File: src/rtl/fifo_uart_pkg.sv
// Shared types and constants for the FIFO-draining UART transmitter.
// FIFO_UART_TX_PARITY_EN adds the PARITY state to the state encoding.
package fifo_uart_pkg;

    localparam int DATA_BITS = 8;
    localparam int FIFO_DW   = 8;

`ifdef FIFO_UART_TX_PARITY_EN
    typedef enum logic [2:0] {
        ST_IDLE,
        ST_FETCH,
        ST_LOAD,
        ST_START,
        ST_DATA,
        ST_PARITY,
        ST_STOP
    } tx_state_t;
`else
    typedef enum logic [2:0] {
        ST_IDLE,
        ST_FETCH,
        ST_LOAD,
        ST_START,
        ST_DATA,
        ST_STOP
    } tx_state_t;
`endif

    function automatic logic even_parity(input logic [FIFO_DW-1:0] d);
        return ^d;
    endfunction

endpackage

File: src/rtl/uart_baud_gen.sv
// Bit timer: counts 0..CLK_DIV-1 and pulses bit_end on the last count.
// restart holds the count at zero so the next state starts a fresh bit.
module uart_baud_gen #(
    parameter int CLK_DIV = 16
) (
    input  logic clk,
    input  logic rst,
    input  logic restart,
    output logic bit_end
);

    localparam int CW = (CLK_DIV > 2) ? $clog2(CLK_DIV) : 1;
    localparam logic [CW-1:0] LAST = CW'(CLK_DIV - 1);

    logic [CW-1:0] cnt_q;
    logic [CW-1:0] cnt_d;

    always_comb begin
        if (restart || (cnt_q == LAST)) begin
            cnt_d = '0;
        end else begin
            cnt_d = cnt_q + 1'b1;
        end
    end

    always_ff @(posedge clk) begin
        if (rst) begin
            cnt_q <= '0;
        end else begin
            cnt_q <= cnt_d;
        end
    end

    assign bit_end = !restart && (cnt_q == LAST);

endmodule

File: src/rtl/fifo_uart_tx.sv
// Drains the 16x8 FIFO one byte at a time and sends each as an 8N1 UART frame.
// Build with FIFO_UART_TX_PARITY_EN to append an even-parity bit (8E1).
//
// state  | meaning
// IDLE   | line high, waiting for FIFO non-empty
// FETCH  | one-cycle FIFO read pulse
// LOAD   | capture FIFO read data into the shift register
// START  | start bit (0)
// DATA   | 8 data bits, LSB first
// PARITY | even-parity bit (parity build only)
// STOP   | stop bit (1); last cycle decides FETCH or IDLE
module fifo_uart_tx
    import fifo_uart_pkg::*;
#(
    parameter int CLK_DIV = 16
) (
    input  logic               clk,
    input  logic               rst,
    input  logic               fifo_empty,
    input  logic [FIFO_DW-1:0] fifo_data_r,
    output logic               fifo_r_en,
    output logic               tx,
    output logic               busy,
    output logic               byte_done
);

    localparam logic [2:0] LAST_BIT = 3'(DATA_BITS - 1);

    tx_state_t          state_q;
    logic [FIFO_DW-1:0] shift_q;
    logic [2:0]         bit_idx_q;
    logic               tx_q;
    logic               r_en_q;
    logic               busy_q;
    logic               restart_q;
    logic               bit_end;
`ifdef FIFO_UART_TX_PARITY_EN
    logic               parity_q;
`endif

    uart_baud_gen #(
        .CLK_DIV (CLK_DIV)
    ) u_baud (
        .clk     (clk),
        .rst     (rst),
        .restart (restart_q),
        .bit_end (bit_end)
    );

    // restart_q is held through IDLE/FETCH/LOAD so the timer is at zero on entry to START;
    // afterwards the timer's wrap lines up with every later state entry.
    always_ff @(posedge clk) begin
        if (rst) begin
            state_q   <= ST_IDLE;
            shift_q   <= '0;
            bit_idx_q <= '0;
            tx_q      <= 1'b1;
            r_en_q    <= 1'b0;
            busy_q    <= 1'b0;
            restart_q <= 1'b1;
`ifdef FIFO_UART_TX_PARITY_EN
            parity_q  <= 1'b0;
`endif
        end else begin
            case (state_q)
                ST_IDLE: begin
                    tx_q      <= 1'b1;
                    restart_q <= 1'b1;
                    if (!fifo_empty) begin
                        state_q <= ST_FETCH;
                        r_en_q  <= 1'b1;
                        busy_q  <= 1'b1;
                    end
                end
                ST_FETCH: begin
                    r_en_q  <= 1'b0;
                    state_q <= ST_LOAD;
                end
                ST_LOAD: begin
                    shift_q   <= fifo_data_r;
`ifdef FIFO_UART_TX_PARITY_EN
                    parity_q  <= even_parity(fifo_data_r);
`endif
                    tx_q      <= 1'b0;
                    restart_q <= 1'b0;
                    state_q   <= ST_START;
                end
                ST_START: begin
                    if (bit_end) begin
                        state_q   <= ST_DATA;
                        bit_idx_q <= '0;
                        tx_q      <= shift_q[0];
                    end
                end
                ST_DATA: begin
                    if (bit_end) begin
                        shift_q <= shift_q >> 1;
                        if (bit_idx_q == LAST_BIT) begin
`ifdef FIFO_UART_TX_PARITY_EN
                            state_q <= ST_PARITY;
                            tx_q    <= parity_q;
`else
                            state_q <= ST_STOP;
                            tx_q    <= 1'b1;
`endif
                        end else begin
                            bit_idx_q <= bit_idx_q + 3'd1;
                            tx_q      <= shift_q[1];
                        end
                    end
                end
`ifdef FIFO_UART_TX_PARITY_EN
                ST_PARITY: begin
                    if (bit_end) begin
                        state_q <= ST_STOP;
                        tx_q    <= 1'b1;
                    end
                end
`endif
                ST_STOP: begin
                    if (bit_end) begin
                        restart_q <= 1'b1;
                        if (!fifo_empty) begin
                            state_q <= ST_FETCH;
                            r_en_q  <= 1'b1;
                        end else begin
                            state_q <= ST_IDLE;
                            busy_q  <= 1'b0;
                        end
                    end
                end
                default: begin
                    state_q   <= ST_IDLE;
                    tx_q      <= 1'b1;
                    r_en_q    <= 1'b0;
                    busy_q    <= 1'b0;
                    restart_q <= 1'b1;
                end
            endcase
        end
    end

    assign fifo_r_en = r_en_q;
    assign tx        = tx_q;
    assign busy      = busy_q;
    assign byte_done = (state_q == ST_STOP) && bit_end;

endmodule

File: config.mk
export PLATFORM = sky130hd
export DESIGN_NAME = fifo_uart_tx
export DESIGN_NICKNAME = d
export VERILOG_FILES = /design/src/rtl/fifo_uart_pkg.sv /design/src/rtl/uart_baud_gen.sv /design/src/rtl/fifo_uart_tx.sv
export SDC_FILE = /design/constraint.sdc
export NUM_CORES = 1
export LEC_CHECK = 0
export ABC_AREA = 1
export CORE_MARGIN = 5
export CORE_UTILIZATION = 48
export CTS_CLUSTER_SIZE = 16
export DETAILED_ROUTE_END_ITERATION = 10
export PLACE_DENSITY = 0.74
export SYNTH_ARGS = -nofsm -noshare
export SYNTH_HDL_FRONTEND = slang
export SYNTH_SLANG_ARGS = --single-unit
File: constraint.sdc
create_clock -name clk -period 1.5 [get_ports clk]
set_clock_uncertainty 0.2 [all_clocks]
set_input_delay 0.225 -clock clk [delete_from_list [all_inputs] [get_ports clk]]
set_output_delay 0.225 -clock clk [all_outputs]
set_load 0.01 [all_outputs]
After elaboration in Yosys (flattened, before gate mapping):

Cells that the tools add are included.

* add/subtract/negate cells: 2
* eq/ne operators: 14
* mux-type cells: 26
* bitwise operators: 4
* reduce and logical (&&, ||, !) cells: 19

Operator list (count)
* $mux 3: 8
* $pmux 3 s6: 1
* $pmux 8 s2: 1
* $ne 2x2->1 const B: 7
* $mux 1: 10
* $eq 3x3->1 const B: 3
* $pmux 1 s3: 3
* $mux 8: 1
* $reduce_and 4->1: 2
* $eq 3x2->1 const B: 2
* $pmux 3 s2: 1
* $reduce_and 2->1: 3
* $reduce_or 3->1: 2
* $reduce_and 5->1: 1
* $add 4x1->4 const B: 1
* $eq 4x4->1 const B: 1
* $not 1->1: 4
* $pmux 1 s4: 1
* $reduce_bool 2->1: 2
* $reduce_or 2->1: 2
* $reduce_or 4->1: 1
* $add 3x1->3 const B: 1
* $eq 3x1->1 const B: 1
* $logic_not 3->1: 1
* other kinds (4): 5

* register bits: 22
* input port bits: 11
* output and inout port bits: 4

Longest topological paths before layout:

* word-level depth: 4
* gate-level depth with buffers: 9
* mapped depth without buffers: 9

Hierarchy:

Synthesis repeated with hierarchy kept, for this count alone.

* cell total of the unflattened synthesis: 169
* area, all modules: 1166.1 um^2

By module, submodules not included
* fifo_uart_tx: times used 1, cells each 149, area an instance 1002.2 um^2, sequential area each 360.3 um^2
* uart_baud_gen: times used 1, cells each 20, area an instance 163.9 um^2, sequential area each 80.1 um^2

Worst setup path after synthesis:

No wires, ideal clock.

* path type: register to register
* start: register u_baud.cnt_q[0]
* end: register shift_q[0]
* arrival time: 1292 ps
* required time: 1184 ps
* setup slack: -108 ps
* stages on the path, launching flop included: 8
* buffers on the path: 1
* clock period less this slack: 1608 ps
* path through: dfxtp_1 -> ha_1 -> nand4_1 -> nor2_4 -> nor2_4 -> buf_6 -> o21ai_0 -> nor2_1

* longest elaborated chain between the ends: 4

Ends and longest elaborated chain
* start: declaration: line uart_baud_gen.sv:15 `logic [CW-1:0] cnt_q;`
* start signal: assignment: line uart_baud_gen.sv:30 `cnt_q <= cnt_d;`
* $eq 4x4->1: line uart_baud_gen.sv:34 `assign bit_end = !restart && (cnt_q == LAST);`
* $logic_and 1x1->1: line uart_baud_gen.sv:34
* $ne 2x2->1 (no source line)
* $reduce_and 2->1 (no source line)
* end signal: assignment: line fifo_uart_tx.sv:80 `shift_q <= fifo_data_r;`
* end signal: assignment: line fifo_uart_tx.sv:97 `shift_q <= shift_q >> 1;`
* end: declaration: line fifo_uart_tx.sv:30 `logic [FIFO_DW-1:0] shift_q;`

No other way between the ends.
A chain may end at the register's enable or synchronous reset.

Final worst setup path:

* start: register u_baud.cnt_q[1]
* end: output port byte_done

* longest elaborated chain between the ends: 3

Ends and longest elaborated chain
* $eq 4x4->1: line uart_baud_gen.sv:34
* $logic_and 1x1->1: line uart_baud_gen.sv:34
* $logic_and 1x1->1: line fifo_uart_tx.sv:146 `assign byte_done = (state_q == ST_STOP) && bit_end;`
* end: declaration: line fifo_uart_tx.sv:24 `output logic byte_done`

No other way between the ends.

==> impl_metrics.py <==
metrics = {
    "run_status": {
        "outcome": "complete, but fails checks",
        "failed_checks": "setup timing",
    },
    "floorplan": {
        "die_area_mm2": 0.00344,
        "dieHeight_um": 58.7,
        "start_util_pct": 50.9,
        "io_pins": 15,
        "fp.dieW_um": 58.7,
        "rows": 17,
        "coreArea_mm2": 0.00223,
    },
    "min_path": {
        "worstHoldStart": "shift_q[4]",
        "worst_hold_path_type": "reg2reg",
    },
    "timing": {
        "relSlewSlack_pct": 86.4,
        "setup-violations-final": 14,
        "fin_crit_sh_pct": 107,
        "worst_slack_ns": -0.101,
        "final_max_slew_viol_count": 0,
        "fmax_mhz": 625,
        "worst_slew_pin_slew_ns": 0.204,
        "hold_viol_final": 0,
        "min_period_ns": 1.60,
        "rsz0062_at_grt": "true",
    },
    "critical_path": {
        "crit_slowest_cell": "dfxtp_2",
        "crit_buf_inv": 1,
        "cp.required_ns": 1.07,
        "criticalPathCategory": "reg2out",
        "crit_fanout": 2,
        "timing.rr.start": "u_baud.cnt_q[1]",
        "path_cells": "ha_4 > nand4_1 > nor3_2 > buf_2",
        "cp.arrival_ns": 1.18,
        "critPathMaxStageDelay_ns": 0.37,
        "critical_path.startpoint": "u_baud.cnt_q[1]",
        "crit_path_start_kind": "flip-flop",
        "cp-end-kind": "primary output",
        "critical_path.top_delay_family": "flip-flops",
    },
    "finish": {
        "fillers": 195,
        "syn2layout_area_growth_pct": 35.3,
        "diodes": 0,
        "num-nets-final": 214,
        "drive_gt1_share_pct": 29.8,
        "final_area_mm2": 0.00154,
    },
    "clocking": {
        "numClockSinks": 22,
        "clk_pin_slew_ns": 0.11,
        "cts_tree": "done",
        "cts_buffers": 3,
        "clk_latency_ns": 0.30,
        "post_cts.repair.setup_buffers": 0,
        "hold_buffers": 0,
        "cts_root_buf": "clkbuf_4",
        "cts_htree_levels": 1,
        "cts_max_path_buffers": 2,
    },
    "logic_synthesis": {
        "yosys.area_share.simple_pct": 32.9,
        "syn-cell-area_mm2": 0.00114,
        "ys_top_cells_by_area": "dfxtp_1, nand2_1, o21ai_0, nor2_1, inv_1",
        "syn_inst": 163,
        "synthMuxAreaShare_pct": 0,
        "yosys.area.top_type_share_pct": 38.7,
        "synth_compound_area_share_pct": 15.3,
        "syn_nets": 177,
        "synth-seq-cells": 22,
        "synthAdderAreaFrac_pct": 3.30,
        "yosysWarnings": 0,
        "ys_types": 24,
        "seq_area_frac_synth_pct": 38.7,
        "synthXorXnorAreaFrac_pct": 0.770,
        "synth_top_family_by_area": "simple AND/OR/NAND/NOR gates",
        "syn_avg_cell_area_um2": 6.98,
        "synth_top_cell_by_area": "dfxtp_1",
    },
    "place": {
        "port_buffers": 14,
        "gp_congestion": 0.852,
        "pre_cts_slack_ns": -0.215,
        "placedInstanceArea_mm2": 0.00145,
        "hpwlAfterDp_mm": 2.06,
    },
    "global_route": {
        "grt_max_degree": 12,
        "grt_pass1_wl_mm": 4.75,
        "antenna_found_initial": 0,
        "grt_use_total_pct": 17.3,
        "grt_overflow": 0,
        "grt_pass1_vias": 1210,
    },
    "pwr": {
        "vdd_drop_max_mv": 0.918,
        "power-per-cell-area_mw_per_mm2": 1500,
        "cellLeakagePower_uw": 0.000686,
    },
    "routing": {
        "viasPerCell": 5.26,
        "drt-initial-drc-count": 13,
        "wirelength_mm": 2.68,
        "drc": 0,
        "wire_per_inst_um": 11.9,
        "ant_nets": 0,
        "via_count": 1189,
        "first_pass_iters": 4,
    },
    "job": {
        "timing.max_cap.violations": 0,
    },
}
==> kinds of logic (layout without fill, tap and decap cells) <==
family,count (synthesis),after routing
AOI/OAI and AO/OA,34,34
xor gates and xnor gates,1,1
adders and majority gates,3,3
buffers and inverters,24,58
DFF,22,22
and+or+nand+nor,79,80
==> synthesized netlist by cell type <==
library cell,n
dfxtp_1,22
nand4_1,2
nor2_2,1
xnor2_1,1
nor3_1,2
nor2_4,3
or2_2,1
nand2_4,1
a31oi_1,1
o21ai_0,17
nand3_2,2
inv_1,17
o211ai_1,1
nand2_1,31
ha_1,3
buf_6,1
o21ai_1,3
buf_4,1
a21oi_1,12
nand2_2,3
nand3_1,12
inv_2,4
nor2_1,21
buf_2,1
==> worst min-delay path, cell delays in order (launching register included) <==
cell and delay [ns]:
dfxtp_1 0.31, inv_1 0.05, a21oi_1 0.05
==> flip-flops by register name, indices dropped and copies added (netlist names) <==
signal        count
shift_q           8
u_baud.cnt_q      4
restart_q         1
fifo_r_en         1
tx                1
busy              1
bit_idx_q         3
state_q           3
==> routing by layer <==
metal	up-vias	routed length [um]	share of wire, %	global-route usage [%]
met4	0	45	1.7	7.12
met2	19	1350	50	31.7
met1	563	1210	45	20.1
met3	7	74	2.8	1.97
li1	600	-	-	-
met5	-	0	0	0
==> final cells by class <==
type                       count  area (um^2)  area share, %
clock buffer                   3         22.5           1.46
inverter                      21         78.8           5.12
multi-input combinational    118          677           44.0
sequential                    22          444           28.9
tap                           28         35.0           2.28
timing repair buffer          34          282           18.3
==> path summary, 6_finish.rpt <==
path,slack [ns],depth (start not counted),endpoint
worst max-delay path,-0.10,4,byte_done
worst min-delay path,0.25,2,shift_q[4]
worst min register to register,0.25,2,shift_q[4]
worst max register to register,-0.08,8,bit_idx_q[2]
==> placed cells by master (no fill, tap or decap), types with 2 or more instances in the layout <==
cell / count
ha_4: 2
o21ai_0: 6
dfxtp_2: 3
nand2_2: 6
nor2_1: 18
o21ai_1: 11
inv_2: 4
nand4_1: 2
nand3_1: 12
a21oi_2: 2
inv_1: 17
o21ai_2: 3
nand2_1: 28
nor2_4: 4
dfxtp_1: 19
buf_4: 20
clkdlybuf4s50_1: 10
nor3_2: 2
nor2_2: 4
nand3_2: 2
clkbuf_4: 3
dlygate4sd2_1: 3
a21oi_1: 10
==> report_power, final <==
part	leakage (uW)	switching, uW	internal, uW
sequential	0.000181	61.7	723
clock	0.0000138	165	93.7
combinational	0.000491	737	522
==> per-stage QoR <==
step           instances  total power [uW]  TNS (ns)  utilization [%]  hold slack (ns)
6_report             226              2300    -0.612             68.9            0.255
5_1_grt              226              2500     -2.33             68.9            0.277
4_1_cts              226              2270    -0.688             68.1            0.257
3_5_place_dp         222              1970    -0.671             65.1            0.240
3_3_place_gp         222              1930    -0.275             65.1            0.233
2_1_floorplan        163              1560   -0.0358                -           0.0941
==> timing repair <==
action	4_1_cts	5_1_grt
hold endpoints to repair	0	0
gates resized for setup	27	7
pin swaps	3	1
gates cloned	1	0
setup endpoints to repair	20	18
Note: power is estimated with default switching activity, not from simulation.
